`src/rtl/spi_pkg.sv`:
```
// spi_pkg: shared constants and types for the SPI target
package spi_pkg;
    localparam int SPI_MODE = 0;
    typedef logic [7:0] spi_byte_t;
    localparam spi_byte_t IDLE_BYTE_DEF = 8'hFF;
    typedef enum logic {IDLE, ACTIVE} spi_tgt_state_t;
endpackage

```
`src/rtl/spi_pin_sync.sv`:
```
// spi_pin_sync: synchroniser chain plus edge detect for one SPI pin
// pin_i asynchronous input; level_o synced level; rise_o/fall_o one-cycle edge strobes
module spi_pin_sync #(
    parameter int   SYNC_STAGES = 2,
    parameter logic RST_VAL     = 1'b0
) (
    input  logic clk,
    input  logic rst_n,
    input  logic pin_i,
    output logic level_o,
    output logic rise_o,
    output logic fall_o
);
    logic [SYNC_STAGES-1:0] sync_q;
    logic                   prev_q;
    always_ff @(posedge clk or negedge rst_n) begin
        if (!rst_n) begin
            sync_q <= {SYNC_STAGES{RST_VAL}};
            prev_q <= RST_VAL;
        end else begin
            sync_q <= {sync_q[SYNC_STAGES-2:0], pin_i};
            prev_q <= sync_q[SYNC_STAGES-1];
        end
    end
    assign level_o = sync_q[SYNC_STAGES-1];
    assign rise_o  = level_o && !prev_q;
    assign fall_o  = !level_o && prev_q;
endmodule

```
`src/rtl/spi_target.sv`:
```
// spi_target: SPI mode-0 responder oversampling the pins on clk
// sclk/ssel/mosi: SPI pins in; miso/miso_oe: SPI data out and frame-active enable
// rx_data/rx_valid/rx_first: received bytes; tx_data/tx_valid/tx_ready: byte to send
// tx_underrun: IDLE_BYTE loaded from an empty holding register; frame_end: ssel deasserted
module spi_target
    import spi_pkg::*;
#(
    parameter int        SYNC_STAGES = 2,
    parameter spi_byte_t IDLE_BYTE   = IDLE_BYTE_DEF
) (
    input  logic      clk,
    input  logic      rst_n,
    input  logic      sclk,
    input  logic      ssel,
    input  logic      mosi,
    output logic      miso,
    output logic      miso_oe,
    output spi_byte_t rx_data,
    output logic      rx_valid,
    output logic      rx_first,
    input  spi_byte_t tx_data,
    input  logic      tx_valid,
    output logic      tx_ready,
    output logic      tx_underrun,
    output logic      frame_end
);
    logic sclk_lvl, sclk_rise, sclk_fall;
    logic ssel_lvl, ssel_rise, ssel_fall;
    logic mosi_lvl, mosi_rise, mosi_fall;
    logic unused;
    spi_pin_sync #(.SYNC_STAGES(SYNC_STAGES), .RST_VAL(1'b0)) u_sclk (
        .clk(clk), .rst_n(rst_n), .pin_i(sclk), .level_o(sclk_lvl), .rise_o(sclk_rise), .fall_o(sclk_fall)
    );
    spi_pin_sync #(.SYNC_STAGES(SYNC_STAGES), .RST_VAL(1'b1)) u_ssel (
        .clk(clk), .rst_n(rst_n), .pin_i(ssel), .level_o(ssel_lvl), .rise_o(ssel_rise), .fall_o(ssel_fall)
    );
    spi_pin_sync #(.SYNC_STAGES(SYNC_STAGES), .RST_VAL(1'b0)) u_mosi (
        .clk(clk), .rst_n(rst_n), .pin_i(mosi), .level_o(mosi_lvl), .rise_o(mosi_rise), .fall_o(mosi_fall)
    );
    assign unused = ^{sclk_lvl, ssel_lvl, mosi_rise, mosi_fall};
    spi_tgt_state_t state_q;
    logic [2:0]     bit_cnt_q;
    logic           first_q, hold_full_q;
    spi_byte_t      rx_shift_q, tx_shift_q, hold_q, rx_data_q;
    logic           rx_valid_q, rx_first_q, tx_underrun_q, frame_end_q, miso_q, miso_oe_q;
    logic           wr_d, load_d;
    spi_byte_t      load_byte_d;
    // A load happens at frame start and at every byte boundary fall; a write
    // coinciding with a load into an empty register bypasses straight to tx_shift.
    always_comb begin
        wr_d        = tx_valid && !hold_full_q;
        load_d      = (state_q == IDLE) ? ssel_fall : (sclk_fall && !ssel_rise && bit_cnt_q == 3'd0);
        load_byte_d = hold_full_q ? hold_q : wr_d ? tx_data : IDLE_BYTE;
    end
    always_ff @(posedge clk or negedge rst_n) begin
        if (!rst_n) begin
            state_q       <= IDLE;
            bit_cnt_q     <= 3'd0;
            first_q       <= 1'b0;
            hold_full_q   <= 1'b0;
            hold_q        <= '0;
            rx_shift_q    <= '0;
            tx_shift_q    <= '0;
            rx_data_q     <= '0;
            rx_valid_q    <= 1'b0;
            rx_first_q    <= 1'b0;
            tx_underrun_q <= 1'b0;
            frame_end_q   <= 1'b0;
            miso_q        <= 1'b1;
            miso_oe_q     <= 1'b0;
        end else begin
            rx_valid_q    <= 1'b0;
            rx_first_q    <= 1'b0;
            frame_end_q   <= 1'b0;
            tx_underrun_q <= load_d && !hold_full_q && !wr_d;
            if (load_d) begin
                hold_full_q <= 1'b0;
                tx_shift_q  <= load_byte_d;
                miso_q      <= load_byte_d[7];
            end else if (wr_d) begin
                hold_q      <= tx_data;
                hold_full_q <= 1'b1;
            end
            if (state_q == IDLE) begin
                if (ssel_fall) begin
                    state_q   <= ACTIVE;
                    bit_cnt_q <= 3'd0;
                    first_q   <= 1'b1;
                    miso_oe_q <= 1'b1;
                end
            end else begin
                if (sclk_rise) begin
                    rx_shift_q <= {rx_shift_q[6:0], mosi_lvl};
                    bit_cnt_q  <= bit_cnt_q + 3'd1;
                    if (bit_cnt_q == 3'd7) begin
                        rx_data_q  <= {rx_shift_q[6:0], mosi_lvl};
                        rx_valid_q <= 1'b1;
                        rx_first_q <= first_q;
                        first_q    <= 1'b0;
                    end
                end
                if (sclk_fall && bit_cnt_q != 3'd0) begin
                    tx_shift_q <= {tx_shift_q[6:0], 1'b0};
                    miso_q     <= tx_shift_q[6];
                end
                // Frame end wins over any bit activity, but a byte completing
                // in the same cycle has already been posted above.
                if (ssel_rise) begin
                    state_q     <= IDLE;
                    bit_cnt_q   <= 3'd0;
                    frame_end_q <= 1'b1;
                    miso_oe_q   <= 1'b0;
                    miso_q      <= 1'b1;
                end
            end
        end
    end
    assign miso        = miso_q;
    assign miso_oe     = miso_oe_q;
    assign rx_data     = rx_data_q;
    assign rx_valid    = rx_valid_q;
    assign rx_first    = rx_first_q;
    assign tx_ready    = !hold_full_q;
    assign tx_underrun = tx_underrun_q;
    assign frame_end   = frame_end_q;
endmodule
```
`config.mk`:
```
export PLATFORM = sky130hd
export DESIGN_NAME = spi_target
export DESIGN_NICKNAME = d
export VERILOG_FILES = /design/src/rtl/spi_pkg.sv /design/src/rtl/spi_pin_sync.sv /design/src/rtl/spi_target.sv
export SDC_FILE = /design/constraint.sdc
export NUM_CORES = 1
export LEC_CHECK = 0
export ABC_AREA = 1
export CAP_MARGIN = 20
export CORE_MARGIN = 2
export CORE_UTILIZATION = 28
export CTS_BUF_LIST = sky130_fd_sc_hd__clkbuf_2 sky130_fd_sc_hd__clkbuf_4 sky130_fd_sc_hd__clkbuf_8
export CTS_CLUSTER_DIAMETER = 40
export DETAILED_ROUTE_END_ITERATION = 8
export GPL_ROUTABILITY_DRIVEN = 0
export REMOVE_ABC_BUFFERS = 1
export SLEW_MARGIN = 10
export SYNTH_ARGS = -nofsm -noshare
export SYNTH_HDL_FRONTEND = slang
export SYNTH_SLANG_ARGS = --single-unit
```
`constraint.sdc`:
```
create_clock -name clk -period 1.63 [get_ports clk]
set_input_delay 0.4075 -clock clk [delete_from_list [all_inputs] [get_ports clk]]
set_output_delay 0.4075 -clock clk [all_outputs]
set_load 0.01 [all_outputs]
```
* After elaboration in Yosys (flattened, before gate mapping) *
Cells that the tools add are included.

word-level totals
  flip-flop bits (word level) = 51
  output and inout port bits = 15
  word-level logic and storage cells = 86

operators by class
  add/sub/neg operators = 1
  equal/unequal tests = 5
  mux-type cells = 33
  bitwise gates (word level) = 1
  reductions and logical operators = 27

operators with widths
  operator             count
  $mux 8               5
  $mux 1               24
  $mux 3               4
  $logic_and 1x1->1    10
  $reduce_and 2->1     4
  $logic_not 1->1      7
  $reduce_and 3->1     2
  $ne 2x2->1 const B   2
  $reduce_bool 2->1    2
  $add 3x1->3 const B  1
  $eq 3x3->1 const B   1
  $logic_not 3->1      1
  $ne 3x3->1 const B   1
  $reduce_bool 3->1    1
  $ne 2x1->1 const B   1
  $not 1->1            1

* Longest topological paths before layout *
Gate-level depths: netlist of the first run.

  depth after elaboration = 10
  mapped depth = 9
  depth with buffers taken out = 9

* Modules after synthesis *
A second synthesis of the first run with hierarchy kept.

unflattened totals
  cells, all modules = 228
  area, all modules = 2,155.8 sq um

modules (own cells, without submodules)
  module                     times used  cells each  area an instance (sq um)  sequential area each (sq um)
  spi_target                 1           207         1,881.8                   1,052.3
  spi_pin_sync (u_mosi ...)  2           7           90.1                      75.1
  spi_pin_sync (u_ssel)      1           7           93.8                      78.8

* Worst setup path before layout of the first run *
Ideal clock, no wire load.

  kind = reg2reg
  from = reg bit_cnt_q[0]
  to = reg tx_shift_q[0]
  arrival time = 1.237 ns
  required time = 1.512 ns
  setup slack = 0.275 ns
  stages on the path, launching flop included = 8
  buffers on the path = 0
  path through = dfrtp_1 inv_1 ha_1 nand2_1 nand4_1 inv_2 o21bai_1 nor2_1

between the ends
  word-level cells in the longest chain between the ends = 6

ends and longest elaborated chain
  item                      RTL line           text
  start: declaration        spi_target.sv:42   logic [2:0] bit_cnt_q;
  start signal: assignment  spi_target.sv:94   bit_cnt_q <= bit_cnt_q + 3'd1;
  $logic_not 3->1           spi_target.sv:52   load_d = (state_q == IDLE) ? ssel_fall : (sclk_fall && !ssel_rise && bit_cnt_q == 3'd0);
  $logic_and 1x1->1         spi_target.sv:52
  $mux 1                    spi_target.sv:52
  $mux 8                    spi_target.sv:76   if (load_d) begin
  $mux 8                    spi_target.sv:102  if (sclk_fall && bit_cnt_q != 3'd0) begin
  $mux 8 *                  spi_target.sv:84   if (state_q == IDLE) begin
  end signal: assignment    spi_target.sv:78   tx_shift_q <= load_byte_d;
  end signal: assignment    spi_target.sv:103  tx_shift_q <= {tx_shift_q[6:0], 1'b0};
  end: declaration          spi_target.sv:44   spi_byte_t rx_shift_q, tx_shift_q, hold_q, rx_data_q;

Mark *: on every way between the ends. The rest lies on a longest branch, timed or not.
A chain may end at the register's enable or synchronous reset.

* Worst setup path after layout of the first run *
  from = reg rx_first_q, in the netlist rx_first
  to = out rx_first

RTL lines
  item                      RTL line          text
  start: declaration        spi_target.sv:45  logic rx_valid_q, rx_first_q, tx_underrun_q, frame_end_q, miso_q, miso_oe_q;
  start signal: assignment  spi_target.sv:98  rx_first_q <= first_q;
  end: declaration          spi_target.sv:20  output logic rx_first,

No word-level cell between the ends.

==> results by group, run 1 <==
Run status
  • Outcome: complete, no violations

Worst setup path
  • CP Launch Type: flop
  • Critical Setup Path Class: flop to output pin
  • CP required: 1.22 ns
  • CP startpoint: rx_first
  • Arrival @ worst endpoint: 1.16 ns
  • Setup crit end kind: output pin
  • Crit path max-delay family: buffers and inverters
  • Buf/Inv on CP: 1
  • CP max stage delay: 0.53 ns
  • Crit-path max FO: 1
  • CP max stage cell: clkdlybuf4s50_1
  • Worst reg2reg path startpoint: bit_cnt_q[0]
  • Critical Path, Cell by Cell: clkdlybuf4s50_1

Pwr
  • Leak: 0.001468 uW
  • Total power density per cell area: 1325 nW/um2
  • Clk pwr share: 25.7%
  • Sw power: 1125 uW
  • Worst vdd ir: 0.3882 mV
  • Comb power frac: 26.2%
  • Switch share: 31.32%
  • Sequential Power Share: 48.1%
  • Internal power: 2467 uW

Global routing
  • GRT Residual Overflow: 0
  • Global-route wire length before repair: 6.472 mm
  • Vias in the first global route: 1383
  • Initial antenna violation count: 0
  • Tot GR Track Use: 9.536%
  • Largest net degree at the start of global routing: 51

Placement
  • IO buf count: 28
  • HPWL Detailed: 2.639 mm

CTS
  • Postcts setup bufs: 0
  • TritonCTS clock tree: yes
  • Clock buffer depth: 2
  • Clock Tree Root: clkbuf_8
  • Insertion delay to the later sink of the worst-skew pair: 0.30 ns
  • CTS Buf Count: 5
  • H-tree levels: 2
  • CTS sink cnt: 50
  • Hold-fix buffers, CTS: 0
  • Worst-path clk slew: 0.10 ns

Run
  • Max-Cap Viols: 0

Synthesis
  • Main combinational cell family by area after synthesis: simple AND/OR/NAND/NOR gates
  • Mapped cell area: 2166 um2
  • Yosys warning count: 0
  • Adder-cell share of the synthesized area: 1.733%
  • Synth cell types: 27
  • XOR/XNOR Fraction of Synth Area: 0%
  • Mux cell area share after synthesis: 0%
  • Synth Register Bits: 50
  • Post-Syn Instances: 219
  • Sequential area share after synthesis: 58.00%
  • Post-synthesis simple-gate area fraction: 19.35%
  • Syn Area/Cell: 9.890 um2
  • Complex-gate fraction of the synthesized area: 12.65%

Floorplanning
  • Core Footprint: 7607 um2
  • IO Count: 29
  • Die width: 91.95 um
  • FP Rows: 32
  • Effective utilization at floorplan: 28.47%
  • Die H: 91.95 um
  • Die area: 8455 um2

STA
  • Slew margin rel.: 77.42%
  • Final Hold Viols: 0
  • Clock Skew: 0.01076 ns
  • FMAX: 636.2 MHz
  • Final setup viols: 0
  • Max Slew Vio Count: 0
  • Worst slew pin tran: 0.3382 ns
  • Final Hold Slack: 0.07396 ns
  • RSZ-0062 raised after global routing: no
  • Crit share post-route: 96.43%
  • Setup_tns: 0 ns
  • Minimum clock period: 1.572 ns

Drt
  • Post-route DRC: 0
  • ANT nets after route: 0
  • Via-to-Cell Ratio: 4.168
  • Routed len/inst: 10.47 um
  • Vias: 1488
  • DRT Pass-1 Iters: 4
  • Initial DRC count: 117
  • Final wirelength: 3.737 mm

Finish
  • Ratio of cells with drive above 1 in the final layout: 18.82%
  • Fin nets: 271
  • Area grow syn2layout: 25.13%
  • Antenna diodes: 0

Min path
  • Min-Delay Path Class: primary input to async pin
metrics by stage:
| stage | util (%) | instances | setup slack, ns | area, um2 | total power (uW) |
|---|---|---|---|---|---|
| 6_report | 35.63 | 357 | 0.05819 | 2710 | 3591 |
| 5_1_grt | 35.63 | 357 | 0.004804 | 2710 | 3857 |
| 3_3_place_gp | 33.90 | 349 | 0.01775 | 2579 | 2707 |
| 3_5_place_dp | 33.90 | 349 | 0.002558 | 2579 | 2726 |
| 4_1_cts | 35.39 | 357 | 0.01041 | 2693 | 3635 |
| 2_1_floorplan | - | 214 | 0.2064 | 2126 | 2401 |
registers in the layout (all words and copies together) (netlist names), 2 cells and up:
name,flops
u_sclk.sync_q,2
u_ssel.sync_q,2
rx_data,8
u_mosi.sync_q,2
bit_cnt_q,3
rx_shift_q,7
hold_q,8
tx_shift_q,7
cell usage in the layout, fill, tap and decap left out, types with 2 or more instances in the layout:
cell type and instances:
dlygate4sd2_1 6, nand2_4 3, o21ai_0 11, o21ai_2 15
inv_1 33, ha_1 3, o22ai_1 7, dlymetal6s2s_1 7
dfstp_2 4, nor2_2 2, nor2_1 5, a21oi_1 4
buf_4 4, nand3_1 17, clkdlybuf4s50_1 14, nor3_1 2
inv_2 4, nand2_1 50, clkbuf_8 6, dfrtp_1 46
cell type report:
type | instances | area, um2
clock buffer | 6 | 82.58
clock inverter | 2 | 38.79
fill | 795 | 4897
inverter | 37 | 138.9
multi-input combinational | 127 | 730.7
sequential | 50 | 1256
tap | 102 | 127.6
timing repair buffer | 33 | 335.3
cell usage after synthesis:
library cell,number,share of area [%]
a21oi_1,4,0.92
a21oi_4,1,0.75
buf_2,2,0.46
buf_6,1,0.52
buf_8,1,0.69
clkbuf_1,1,0.17
dfrtp_1,46,53
dfstp_2,4,4.9
ha_1,3,1.7
inv_1,33,5.7
inv_2,4,0.69
nand2_1,50,8.7
nand2_2,1,0.29
nand2_4,3,1.6
nand3_1,17,3.9
nand3_2,1,0.46
nand3_4,1,0.81
nand4_1,1,0.29
nor2_1,5,0.87
nor2_2,2,0.58
nor2_4,1,0.52
nor2_8,1,0.92
nor3_1,2,0.46
o21ai_0,11,2.5
o21ai_2,15,6.1
o21bai_1,1,0.35
o22ai_1,7,2.0
what timing repair did:
item / 4_1_cts / 5_1_grt
pin swaps: 0 / 0
resized for setup: 6 / 7
setup endpoints to repair: 6 / 7
kinds of logic after synthesis:
| kind of cell | Yosys count |
|---|---|
| buf+inv | 42 |
| simple gates | 85 |
| compound gates | 39 |
| flops | 50 |
| fa+ha+maj | 3 |
path summary, 6_finish.rpt:
check                           cells after the start                to  slack, ns
worst max register to register                      7        rx_data[0]       0.12
worst max-delay path                                1          rx_first       0.06
worst min register to register                      0  u_sclk.sync_q[1]       0.36
min in group clk                                    0  u_sclk.sync_q[1]       0.36
max in group asynchronous                           2              miso       1.26
worst min-delay path                                2        rx_data[2]       0.07
metal layers:
layer	GRT usage [%]	part of all wire, %	up-vias	routed length (um)
met5	0	0	-	0
met1	13.59	49	691	1818
li1	-	-	762	-
met2	13.36	45	28	1696
met4	4.602	2.3	0	87
met3	2.547	3.6	7	134
power groups by stage:
stage | clock [uW] | sequential [uW] | combinational, uW
6_report | 923 | 1730 | 940
4_1_cts | 950 | 1730 | 956
2_1_floorplan | 0 | 1720 | 677
3_5_place_dp | 0 | 1750 | 974
3_3_place_gp | 0 | 1740 | 964
5_1_grt | 1010 | 1770 | 1090
Power figures use the tool's default switching activity.
==> run 2: changes to the inputs <==
RECOVER_POWER = 25   (was not set)
==> run 2 against run 1 <==
Global-route usage is the same. Highest routed layer unchanged. Count of clock-buffer cells in the layout is the same. Via count is essentially flat. Combinational power shrank 0.5%. Sequential power is essentially flat. Worst setup slack is essentially flat. Largest cell class unchanged. Maximum frequency is essentially flat. Clock power is essentially flat. First-iteration DRC count shrank 0.85%. Sequential share of layout area grew 0.26 points. Core utilization shrank 0.20 points. Critical path type unchanged.
==> results by group, run 2 (synthesis results as in run 1) <==
Floorplanning
  • FP Rows: 32
  • Effective utilization at floorplan: 28.47%
  • Core Footprint: 7607 um2
  • Die H: 91.95 um
  • Die width: 91.95 um
  • Die area: 8455 um2
  • IO Count: 29

CTS
  • Hold-fix buffers, CTS: 0
  • Clock Tree Root: clkbuf_8
  • TritonCTS clock tree: yes
  • CTS sink cnt: 50
  • H-tree levels: 2
  • Clock buffer depth: 2
  • Insertion delay to the later sink of the worst-skew pair: 0.30 ns
  • Postcts setup bufs: 0
  • CTS Buf Count: 5
  • Worst-path clk slew: 0.10 ns

Drt
  • DRT Pass-1 Iters: 4
  • Routed len/inst: 10.47 um
  • Via-to-Cell Ratio: 4.165
  • Initial DRC count: 116
  • Post-route DRC: 0
  • Vias: 1487
  • ANT nets after route: 0
  • Final wirelength: 3.738 mm

Global routing
  • Initial antenna violation count: 0
  • Largest net degree at the start of global routing: 51
  • Global-route wire length before repair: 6.472 mm
  • Vias in the first global route: 1383
  • Tot GR Track Use: 9.536%
  • GRT Residual Overflow: 0

Finish
  • Final std cells w/o fill: 357
  • Final instance area: 2695 um2
  • Commonest non-fill, non-tap cells in the layout: nand2_1, dfrtp_1, inv_1
  • Antenna diodes: 0
  • Area grow syn2layout: 24.44%
  • Filler cells: 797
  • Fin nets: 271
  • Ratio of cells with drive above 1 in the final layout: 18.82%
  • Area occupied by multi-input gates: 730.7 um2
  • Finished Core Util: 35.43%
  • Reg area: 1256 um2
  • Commonest non-fill, non-tap cell in the layout: nand2_1

Pwr
  • Leak: 0.001463 uW
  • Total chip power: 3586 uW
  • Worst vdd ir: 0.3881 mV
  • Total power density per cell area: 1331 nW/um2

Min path
  • Hold Crit Endpoint: u_sclk.sync_q[1]
  • Hold Startpoint: u_sclk.sync_q[0]
  • Min-Delay Path Class: flop to flop
  • Hold depth: 0

Worst setup path
  • CP max stage delay: 0.53 ns
  • Critical Path, Cell by Cell: clkdlybuf4s50_1
  • Worst reg2reg path startpoint: bit_cnt_q[0]
  • CP required: 1.22 ns
  • Buf/Inv on CP: 1
  • Arrival @ worst endpoint: 1.16 ns
  • CP max stage cell: clkdlybuf4s50_1
  • Reg2reg setup slack: 0.12 ns
  • Crit path max-delay family: buffers and inverters
  • R2R Path End: rx_data[0]
  • Crit-path max FO: 1
  • CP Launch Type: flop
  • FF-to-FF path depth: 7
  • Critical Setup Path Class: flop to output pin
  • Setup crit end kind: output pin

Run status
  • Outcome: complete, no violations

STA
  • Setup_tns: 0 ns
  • Max Slew Vio Count: 0
  • FMAX: 636.1 MHz
  • Minimum clock period: 1.572 ns
  • RSZ-0062 raised after global routing: no
  • Final setup viols: 0
  • Clock Skew: 0.01090 ns
  • Slew margin rel.: 19.12%
  • Worst slew pin tran: 1.213 ns
  • Crit share post-route: 96.45%
  • Final Hold Viols: 0

Placement
  • IO buf count: 28
  • Placement-stage cell area: 2579 um2
  • HPWL Detailed: 2.639 mm
  • DP Cell Count: 349

Run
  • Max-Cap Viols: 0
run 2: changes by cell type in the layout (fill, tap and decap cells not counted):
cell,before,now
clkbuf_2,0,1
buf_12,1,0
run 2: worst max-delay path by stage:
stage	from	end	slack (ns)	cells past startpoint
6_report	rx_first	rx_first	0.06	1
5_1_grt	rx_first	rx_first	0.005	1
4_1_cts	rx_data[4]	rx_data[4]	0.01	1
3_5_place_dp	tx_valid	hold_q[6]	0.003	6
3_3_place_gp	tx_valid	hold_q[7]	0.02	6
2_1_floorplan	hold_full_q	hold_q[0]	0.21	6
run 2: where the power goes:
group	internal, uW	leakage [uW]	switching [uW]
combinational	398	0.000781	537
clock	505	0.0000618	418
sequential	1560	0.000620	168
total	2460	0.00146	1120
run 2: metal layers:
layer,share of wire (%),track usage (%),vias to the layer above,routed length (um)
met3,3.6,2.547,7,134
met2,46,13.36,28,1705
li1,-,-,762,-
met4,2.3,4.602,0,87
met1,48,13.59,690,1811
met5,0,0,-,0
run 2: layout make-up:
class	count	share of cell area [%]
sequential	50	46.61
multi-input combinational	127	27.11
timing repair buffer	33	11.88
inverter	37	5.153
tap	102	4.735
clock buffer	6	3.064
clock inverter	2	1.439
run 2: repair_timing:
| action | CTS | global route |
|---|---|---|
| setup endpoints to repair | 6 | 7 |
| pin swaps | 0 | 0 |
| endpoints found under the hold margin | 0 | 0 |
| resized for setup | 6 | 7 |
run 2: per-stage QoR:
stage | hold slack (ns) | setup WS, ns
2_1_floorplan | 0.1119 | 0.2064
3_3_place_gp | 0.3343 | 0.01775
3_5_place_dp | 0.3385 | 0.002558
4_1_cts | 0.08395 | 0.01041
5_1_grt | 0.3665 | 0.004804
6_report | 0.3565 | 0.05792
==> run 3: changes to the inputs <==
CORE_MARGIN = 4   (was 2)
DONT_BUFFER_PORTS = 1   (was not set)
==> run 3 against run 2 <==
Global-route usage is 0.31 points lower. Maximum frequency up 5.4%. Clock power is 3.4% lower. Worst hold slack worse by 0.27 ns. Via count shrank 7.7%.
==> results by group, run 3 (synthesis results as in run 1) <==
STA
  • Minimum clock period: 1.492 ns
  • Clock Skew: 0.007878 ns
  • Final Hold Slack: 0.09047 ns
  • RSZ-0062 raised after global routing: no
  • FMAX: 670.4 MHz
  • Worst slew pin tran: 0.6635 ns
  • Final setup viols: 0
  • Crit share post-route: 91.52%
  • Max Slew Vio Count: 0
  • Slew margin rel.: 55.77%
  • Final Hold Viols: 0
  • Setup_tns: 0 ns

Finish
  • Fin nets: 244
  • Final std cells w/o fill: 327
  • Ratio of cells with drive above 1 in the final layout: 20.18%
  • Commonest non-fill, non-tap cell in the layout: nand2_1
  • Area grow syn2layout: 11.44%
  • Antenna diodes: 0
  • Commonest non-fill, non-tap cells in the layout: nand2_1, dfrtp_1, inv_1
  • Finished Core Util: 32.75%

Worst setup path
  • R2R Path End: rx_data[2]
  • CP required: 1.87 ns
  • Worst reg2reg path startpoint: bit_cnt_q[0]
  • Crit-path max FO: 16
  • FF-to-FF path depth: 7
  • Critical Setup Path Class: flop to flop
  • CP Launch Type: flop
  • Reg2reg setup slack: 0.14 ns
  • Arrival @ worst endpoint: 1.73 ns
  • Setup crit end kind: flop
  • CP startpoint: bit_cnt_q[0]

Pwr
  • Total chip power: 3497 uW
  • Leak: 0.001213 uW
  • Total power density per cell area: 1449 nW/um2
  • Worst vdd ir: 0.4506 mV

Min path
  • Hold Crit Endpoint: u_ssel.sync_q[0]
  • Hold Startpoint: ssel
  • Min-Delay Path Class: primary input to flop
  • Hold depth: 0

Floorplanning
  • Effective utilization at floorplan: 29.39%
  • Die area: 9206 um2
  • Core Footprint: 7370 um2
  • Die width: 95.95 um
  • IO Count: 29
  • Die H: 95.95 um
  • FP Rows: 31

CTS
  • Clock Tree Root: clkbuf_8
  • Clock buffer depth: 2
  • Postcts setup bufs: 0
  • TritonCTS clock tree: yes
  • CTS Buf Count: 5
  • CTS sink cnt: 50
  • Insertion delay to the later sink of the worst-skew pair: 0.31 ns
  • Worst-path clk slew: 0.10 ns
  • H-tree levels: 2

Global routing
  • Tot GR Track Use: 9.225%
  • GRT Residual Overflow: 0
  • Global-route wire length before repair: 6.582 mm
  • Initial antenna violation count: 0
  • Vias in the first global route: 1369
  • Largest net degree at the start of global routing: 51

Drt
  • ANT nets after route: 0
  • DRT Pass-1 Iters: 4
  • Via-to-Cell Ratio: 4.196
  • Initial DRC count: 66
  • Routed len/inst: 11.55 um
  • Vias: 1372
  • Final wirelength: 3.777 mm
  • Post-route DRC: 0

Placement
  • HPWL Detailed: 2.655 mm
  • DP Cell Count: 317
  • IO buf count: 0

Run
  • Max-Cap Viols: 0

Run status
  • Outcome: complete, no violations
[run 3: report_power, final]
part           internal [uW]  switching [uW]
sequential              1560             182
combinational            340             523
clock                    465             426
[run 3: area by class of cell]
class | instances | area, um2
sequential | 50 | 1256
clock buffer | 5 | 68.82
tap | 99 | 123.9
clock inverter | 3 | 47.55
multi-input combinational | 127 | 730.7
timing repair buffer | 6 | 47.55
inverter | 37 | 138.9
fill | 773 | 4956
[run 3: worst max path at each step]
stage                        endpoint  slack (ns)  cells after the start
final                      rx_data[2]        0.14                      7
after detailed placement   rx_data[2]        0.15                      7
after floorplan             hold_q[0]        0.21                      6
after CTS                  rx_data[2]        0.12                      7
after global routing      tx_underrun        0.02                      8
after global placement     rx_data[1]        0.18                      7
[run 3: timing repair]
item / 4_1_cts / 5_1_grt
gates resized for setup: 0 / 0
hold endpoints to repair: 50 / 0
hold buffers: 2 / 0
endpoints found under the setup margin: 0 / 0
[run 3: layer usage]
| layer | GRT usage, % | vias to the layer above | routed length [um] |
|---|---|---|---|
| met5 | 0 | - | 0 |
| met3 | 3.206 | 4 | 183 |
| met4 | 4.265 | 0 | 55 |
| met1 | 12.01 | 639 | 1825 |
| met2 | 13.72 | 22 | 1713 |
| li1 | - | 707 | - |
[run 3: metrics by stage]
step | setup slack [ns] | area (um2)
after global placement | 0.1753 | 2280
after detailed placement | 0.1513 | 2280
final | 0.1383 | 2414
after global routing | 0.02126 | 2414
after floorplan | 0.2064 | 2126
after CTS | 0.1222 | 2434
[run 3: worst max-delay path, stage by stage, from the launching register on]
cell and delay [ns]:
dfrtp_1 0.42, ha_1 0.21, ha_1 0.17, inv_1 0.13, nor2_8 0.06, inv_2 0.24
nand2_1 0.11, o21ai_2 0.07
